**config.mk**
```make
export PLATFORM = sky130hd
export DESIGN_NAME = status_flag_unit_flat
export DESIGN_NICKNAME = d
export VERILOG_FILES = /design/src/rtl/status_flag_unit_if.sv /design/src/rtl/status_flag_unit.sv /design/src/flat_wrapper.sv
export SDC_FILE = /design/constraint.sdc
export NUM_CORES = 1
export LEC_CHECK = 0
export CORE_UTILIZATION = 44
export DETAILED_ROUTE_END_ITERATION = 6
export PLACE_DENSITY = 0.9
export RECOVER_POWER = 100
export SYNTH_ARGS = -nofsm -noshare
export SYNTH_HDL_FRONTEND = slang
export SYNTH_SLANG_ARGS = --single-unit
```
**constraint.sdc**
```tcl
create_clock -name clk -period 7.2 [get_ports clk]
set_clock_uncertainty 0.2 [all_clocks]
set_input_delay 1.44 -clock clk [delete_from_list [all_inputs] [get_ports clk]]
set_output_delay 1.44 -clock clk [all_outputs]
set_load 0.1 [all_outputs]
```
**src/rtl/status_flag_unit_if.sv**
```systemverilog
// Execute-stage flag update bus: ALU/MSR/exception controls in, status flags out.
// Flags are packed {Z,C,N,V} throughout.
interface status_flag_unit_if #(
    parameter int WIDTH = 32
);
    logic             stall;
    logic             flush;
    logic             upd_valid;
    logic             upd_s;
    logic             upd_cond_pass;
    logic [2:0]       flag_op;
    logic [WIDTH-1:0] op_a;
    logic [WIDTH-1:0] op_b;
    logic [WIDTH-1:0] logic_result;
    logic             shifter_carry;
    logic             msr_we;
    logic [3:0]       msr_flags;
    logic             exc_save;
    logic             exc_restore;
    logic [3:0]       status_register;
    logic [3:0]       status_next;
    logic [3:0]       saved_status;

    modport master (
        output stall, flush, upd_valid, upd_s, upd_cond_pass, flag_op,
               op_a, op_b, logic_result, shifter_carry,
               msr_we, msr_flags, exc_save, exc_restore,
        input  status_register, status_next, saved_status
    );

    modport slave (
        input  stall, flush, upd_valid, upd_s, upd_cond_pass, flag_op,
               op_a, op_b, logic_result, shifter_carry,
               msr_we, msr_flags, exc_save, exc_restore,
        output status_register, status_next, saved_status
    );
endinterface

```
**src/rtl/status_flag_unit.sv**
```systemverilog
// NZCV flag generation and live/saved status registers at the end of execute.
// status_next exposes the next-edge value so decode can bypass without a cycle of delay.
module status_flag_unit #(
    parameter int WIDTH = 32
) (
    input  logic              clk,
    input  logic              rst_n,
    status_flag_unit_if.slave bus
);
    localparam int MSB = WIDTH - 1;

    logic [3:0]       status_q, status_d;
    logic [3:0]       saved_q, saved_d;
    logic [WIDTH-1:0] b_eff;
    logic             cin;
    logic [WIDTH:0]   sum;
    logic             fire;
    logic [3:0]       alu_flags;

    assign fire = bus.upd_valid & bus.upd_s & bus.upd_cond_pass & ~bus.stall
                & ~bus.flush & (bus.flag_op <= 3'b100);

    // Subtracts are a + ~b + cin so C reads as "no borrow".
    always_comb begin
        b_eff = bus.op_b;
        cin   = 1'b0;
        case (bus.flag_op)
            3'b010: cin = status_q[2];
            3'b011: begin b_eff = ~bus.op_b; cin = 1'b1;        end
            3'b100: begin b_eff = ~bus.op_b; cin = status_q[2]; end
            default: ;
        endcase
        sum = {1'b0, bus.op_a} + {1'b0, b_eff} + {{WIDTH{1'b0}}, cin};
    end

    always_comb begin
        if (bus.flag_op == 3'b000) begin
            alu_flags = {(bus.logic_result == '0), bus.shifter_carry,
                         bus.logic_result[MSB], status_q[0]};
        end else begin
            alu_flags = {(sum[MSB:0] == '0), sum[WIDTH], sum[MSB],
                         (bus.op_a[MSB] == b_eff[MSB]) & (sum[MSB] != bus.op_a[MSB])};
        end
    end

    always_comb begin
        status_d = status_q;
        if (bus.exc_restore)               status_d = saved_q;
        else if (bus.msr_we && !bus.stall) status_d = bus.msr_flags;
        else if (fire)                     status_d = alu_flags;
        saved_d = bus.exc_save ? status_q : saved_q;
    end

    always_ff @(posedge clk or negedge rst_n) begin
        if (!rst_n) begin
            status_q <= 4'b0000;
            saved_q  <= 4'b0000;
        end else begin
            status_q <= status_d;
            saved_q  <= saved_d;
        end
    end

    assign bus.status_register = status_q;
    assign bus.status_next     = status_d;
    assign bus.saved_status    = saved_q;
endmodule

```
**src/flat_wrapper.sv**
```systemverilog
// flat-port wrapper written by rule: the top's interface ports become plain ports
module status_flag_unit_flat 
#(
    parameter int WIDTH = 32
)
  (clk, rst_n, bus_stall, bus_flush, bus_upd_valid, bus_upd_s, bus_upd_cond_pass, bus_flag_op, bus_op_a, bus_op_b, bus_logic_result, bus_shifter_carry, bus_msr_we, bus_msr_flags, bus_exc_save, bus_exc_restore, bus_status_register, bus_status_next, bus_saved_status);
  status_flag_unit_if #(.WIDTH(WIDTH)) bus_i ();
  input  logic clk;
  input  logic rst_n;
  input wire logic [$bits(bus_i.stall)-1:0] bus_stall;
  input wire logic [$bits(bus_i.flush)-1:0] bus_flush;
  input wire logic [$bits(bus_i.upd_valid)-1:0] bus_upd_valid;
  input wire logic [$bits(bus_i.upd_s)-1:0] bus_upd_s;
  input wire logic [$bits(bus_i.upd_cond_pass)-1:0] bus_upd_cond_pass;
  input wire logic [$bits(bus_i.flag_op)-1:0] bus_flag_op;
  input wire logic [$bits(bus_i.op_a)-1:0] bus_op_a;
  input wire logic [$bits(bus_i.op_b)-1:0] bus_op_b;
  input wire logic [$bits(bus_i.logic_result)-1:0] bus_logic_result;
  input wire logic [$bits(bus_i.shifter_carry)-1:0] bus_shifter_carry;
  input wire logic [$bits(bus_i.msr_we)-1:0] bus_msr_we;
  input wire logic [$bits(bus_i.msr_flags)-1:0] bus_msr_flags;
  input wire logic [$bits(bus_i.exc_save)-1:0] bus_exc_save;
  input wire logic [$bits(bus_i.exc_restore)-1:0] bus_exc_restore;
  output wire logic [$bits(bus_i.status_register)-1:0] bus_status_register;
  output wire logic [$bits(bus_i.status_next)-1:0] bus_status_next;
  output wire logic [$bits(bus_i.saved_status)-1:0] bus_saved_status;
  assign bus_i.stall = bus_stall;
  assign bus_i.flush = bus_flush;
  assign bus_i.upd_valid = bus_upd_valid;
  assign bus_i.upd_s = bus_upd_s;
  assign bus_i.upd_cond_pass = bus_upd_cond_pass;
  assign bus_i.flag_op = bus_flag_op;
  assign bus_i.op_a = bus_op_a;
  assign bus_i.op_b = bus_op_b;
  assign bus_i.logic_result = bus_logic_result;
  assign bus_i.shifter_carry = bus_shifter_carry;
  assign bus_i.msr_we = bus_msr_we;
  assign bus_i.msr_flags = bus_msr_flags;
  assign bus_i.exc_save = bus_exc_save;
  assign bus_i.exc_restore = bus_exc_restore;
  assign bus_status_register = bus_i.status_register;
  assign bus_status_next = bus_i.status_next;
  assign bus_saved_status = bus_i.saved_status;
  status_flag_unit #(.WIDTH(WIDTH)) u_core (.clk(clk), .rst_n(rst_n), .bus(bus_i));
endmodule
```
==> impl_results.rst <==
.. list-table::
   :header-rows: 1

   * - Metric
     - Value
   * - Run status
     - completed
   * - DRC violation count after routing
     - 0
   * - Syn Inst Count
     - 412
   * - Classification of the worst-slack hold path
     - reg2reg
   * - Post-detailed-route via-to-cell ratio
     - approximately 6.1
   * - Global-route wire length before repair
     - 17.51 mm
   * - Crit-path max FO
     - 11
   * - Synth top area cells
     - sky130_fd_sc_hd__ha_1 (13%), sky130_fd_sc_hd__xor2_1 (12%), sky130_fd_sc_hd__a21oi_1 (7.9%)
   * - Routed length on met2
     - between 5 and 6 mm
   * - CTS hold repair buffers
     - 0
   * - Die ar.
     - 0.006929 mm²
   * - Number of inserted diodes
     - 0
   * - Post-Place Cell Area
     - approximately 0.0046 mm²
   * - Critical path required time
     - 5.56 ns
   * - Proportion of power drawn by the clock network
     - roughly 7.2%
   * - Boundary Pins
     - roughly 130
   * - Synthesis-to-finish area growth
     - 65.66%
   * - Total detailed-routing wirelength
     - 11.12 mm
   * - #FFs+latches synth
     - 8
   * - Clock net sink count
     - 8
   * - CTS buffer count
     - 3
   * - Tightest Pin Transition
     - 0.9941 ns
   * - Fraction of post-synthesis cell area in the top cell type by area
     - 13.36%
   * - Share of flip-flops with an asynchronous set or reset after synthesis
     - 100.0%
   * - Met1 Routed Length
     - 4.206 mm
   * - Filler-free cell count of the finished design
     - 649
   * - First-pass DRT Iterations
     - 5
   * - Fraction of power consumed by sequential logic
     - 8.3%
   * - Routability Congestion
     - 0.9311
   * - Yosys warns
     - 0
   * - # setup viols final
     - 0
   * - # rows
     - 29
   * - Final Max Tran Viols
     - 0
   * - Commonest cells after routing, fill and taps aside
     - sky130_fd_sc_hd__clkdlybuf4s50_1 (107), sky130_fd_sc_hd__a21oi_1 (44), sky130_fd_sc_hd__xor2_1 (40)
   * - Routed vias
     - 3974
   * - Switching fraction of total power
     - 52.37%
   * - Highest achievable clock rate
     - 140.8 MHz
   * - Total overflow reported by the global router
     - 0
   * - Height of the die
     - 83.24 µm
   * - Internal power component
     - 0.3697 mW
   * - Met3 WL
     - 752 µm
   * - MaxCap Viol Count
     - 0
   * - Final worst-path setup slack
     - 0.09672 ns
   * - Mean post-synth cell area
     - 7.049 µm²
   * - Hold Worst Slack
     - 0.3590 ns
   * - Overall fraction of global-route tracks in use
     - 30.56%
   * - Final sum of negative setup slack
     - 0 ns
   * - Number of distinct library cells after synthesis
     - 67
   * - Worst-case vdd ir drop
     - 0.0002356 V
   * - Via count of the first global-routing pass
     - 4052
   * - Post-synth design cell area
     - 0.002904 mm²
   * - Worst-case setup slack after placement
     - -0.1215 ns
   * - Sequential-to-total area share from yosys stat
     - 6.894%
   * - Number of antenna violations at the first check in global routing
     - 0
   * - Uppermost metal layer occupied by signal nets
     - met4
   * - NumNets Final
     - 721
   * - Unrepaired setup endpoints after global routing
     - yes
   * - Post-detailed-route count of antenna-violating nets
     - 0
   * - Final hold violation count
     - 0
   * - Synthesized netlist net count
     - 559
   * - Number of violations reported at the end of detailed-routing iteration 0
     - about 300
   * - Average routed wire per standard cell
     - around 17 µm
   * - Placeable Area
     - ~0.0063 mm²
   * - CTS clock-pin slew for the worst setup and hold paths
     - 0.04 ns
   * - Initial Util
     - 45.73%
   * - Critical Path AT
     - 5.46 ns
   * - Portion of the clock cycle consumed by the worst path in the final layout
     - 98.66%
   * - TritonCTS clock tree
     - done
   * - Static leakage
     - 1.999 nW
   * - Root buffer selected by CTS
     - sky130_fd_sc_hd__clkbuf_8
   * - Power density over the cells
     - 161.4 mW/mm²
   * - Chip width
     - 83.24 µm
   * - Fillers
     - approximately 480
   * - Maximum number of pins on one net before global-route repair
     - 12
   * - Number of enable flip-flop cells after synthesis
     - 0
   * - Category of the critical setup timing path
     - in2out
   * - Final Cell Area
     - 0.004811 mm²
   * - Most instantiated flip-flop cell in the synthesis netlist
     - sky130_fd_sc_hd__dfrtp_1
   * - Number of placed instances, taps included
     - 638
   * - Worst setup EP type
     - primary output
   * - Net switching component of the power
     - ~0.41 mW
   * - Maximum root-to-sink buffer count
     - 2
   * - Minimum clock period after layout
     - 7.103 ns
   * - Combinational Power Share
     - 84.5%
   * - Insertion delay to the later sink of the worst-skew pair
     - approximately 0.23 ns
   * - DPL Wire Length
     - 8.655 mm
   * - Top cell type by total area after synthesis
     - sky130_fd_sc_hd__ha_1
   * - Number of port buffers
     - 125
   * - Number of H-tree levels
     - 1
   * - Share of post-route cells with drive strength above 1
     - 15.56%
   * - Worst Setup Start Kind
     - input pin
   * - Most common cell after layout, fill and taps aside
     - sky130_fd_sc_hd__clkdlybuf4s50_1
   * - Worst rel slew slack
     - 33.51%
==> per-layer routing <==
layer / GRT usage, % / vias up
li1: - / 1878
met1: 32.44 / 1837
met2: 57.30 / 204
met3: 5.567 / 55
met4: 15.20 / 0
met5: 0 / -
==> critical path, cell delays in order <==
cell and delay, ns:
sky130_fd_sc_hd__buf_8 0.11, sky130_fd_sc_hd__nor2_4 0.12, sky130_fd_sc_hd__nand2_2 0.08, sky130_fd_sc_hd__o21ai_4 0.12, sky130_fd_sc_hd__buf_12 0.15, sky130_fd_sc_hd__buf_6 0.09, sky130_fd_sc_hd__bufbuf_16 0.28, sky130_fd_sc_hd__xor2_1 0.17
sky130_fd_sc_hd__ha_1 0.26, sky130_fd_sc_hd__a21oi_1 0.25, sky130_fd_sc_hd__o21ai_0 0.17, sky130_fd_sc_hd__a21oi_1 0.23, sky130_fd_sc_hd__o211ai_1 0.11, sky130_fd_sc_hd__or4_1 0.54, sky130_fd_sc_hd__nor4_2 0.20, sky130_fd_sc_hd__and4_1 0.22
sky130_fd_sc_hd__nand4_1 0.18, sky130_fd_sc_hd__o41ai_4 0.50, sky130_fd_sc_hd__buf_12 0.23
==> power by group through the flow <==
| stage | Sequential [mW] | Clock (mW) | Combinational (mW) |
|---|---|---|---|
| after floorplan | 0.130 | 0 | 0.337 |
| after global placement | 0.0638 | 0 | 0.610 |
| after detailed placement | 0.0640 | 0 | 0.624 |
| after CTS | 0.0642 | 0.0550 | 0.640 |
| after global routing | 0.0646 | 0.0567 | 0.700 |
| final | 0.0641 | 0.0559 | 0.656 |
==> flip-flops by register name, indices dropped and copies added (netlist names) <==
register	count
u_core.bus.status_register	4
u_core.bus.saved_status	4
==> cells by family after synthesis <==
family                     count (synthesis)  share of synthesized area (%)
and+or+nand+nor                          159                          27.66
AOI/OAI and AO/OA                        140                          31.71
xor gates and xnor gates                  44                          13.27
adders and majority gates                 33                          14.74
buffers and inverters                     23                          3.834
DFF                                        8                          6.894
muxes                                      5                          1.896
==> per-stage QoR <==
| stage | total power [mW] | utilization [%] |
|---|---|---|
| 2_1_floorplan | 0.4670 | - |
| 3_3_place_gp | 0.6736 | 72.24 |
| 3_5_place_dp | 0.6884 | 72.24 |
| 4_1_cts | 0.7593 | 74.80 |
| 5_1_grt | 0.8208 | 75.76 |
| 6_report | 0.7763 | 75.76 |
==> cell usage after synthesis, types with 8 or more instances <==
master                     count
sky130_fd_sc_hd__dfrtp_1       8
sky130_fd_sc_hd__nand4_1      11
sky130_fd_sc_hd__inv_1         9
sky130_fd_sc_hd__nand2_1      40
sky130_fd_sc_hd__xor2_1       40
sky130_fd_sc_hd__nor3_1       14
sky130_fd_sc_hd__a21oi_1      46
sky130_fd_sc_hd__nand3_1      15
sky130_fd_sc_hd__nor2_1       32
sky130_fd_sc_hd__nor4_1        9
sky130_fd_sc_hd__nand2b_1      9
sky130_fd_sc_hd__ha_1         31
sky130_fd_sc_hd__o21ai_0      32
==> path summary, 6_finish.rpt <==
kind / startpoint / endpoint / slack, ns / depth (start not counted)
worst max-delay path: bus_flag_op[0] / bus_status_next[3] / 0.1 / 19
worst min-delay path: u_core.bus.status_register[0] / u_core.bus.saved_status[0] / 0.36 / 1
worst max register to register: u_core.bus.status_register[2] / u_core.bus.status_register[3] / 2.86 / 16
worst min register to register: u_core.bus.status_register[0] / u_core.bus.saved_status[0] / 0.36 / 1
max in group asynchronous: rst_n / u_core.bus.saved_status[2] / 5.14 / 1
min in group asynchronous: rst_n / u_core.bus.saved_status[1] / 1.37 / 1
==> what timing repair did <==
item / CTS / global route
pin swaps: 5 / 15
gates resized for setup: 8 / 24
endpoints found under the hold margin: 0 / 0
gates cloned: 2 / 0
endpoints found under the setup margin: 2 / 4
buffers inserted: 4 / 2
==> final cells by class <==
cell class / count / area [µm²] / area share (%)
multi-input combinational: 381 / 2691 / 55.94
timing repair buffer: 171 / 1748 / 36.33
clock buffer: 3 / 41.29 / 0.8583
sequential: 8 / 200.2 / 4.161
tap: 77 / 96.34 / 2.003
inverter: 9 / 33.78 / 0.7022
(Power assumes the default switching activity.)
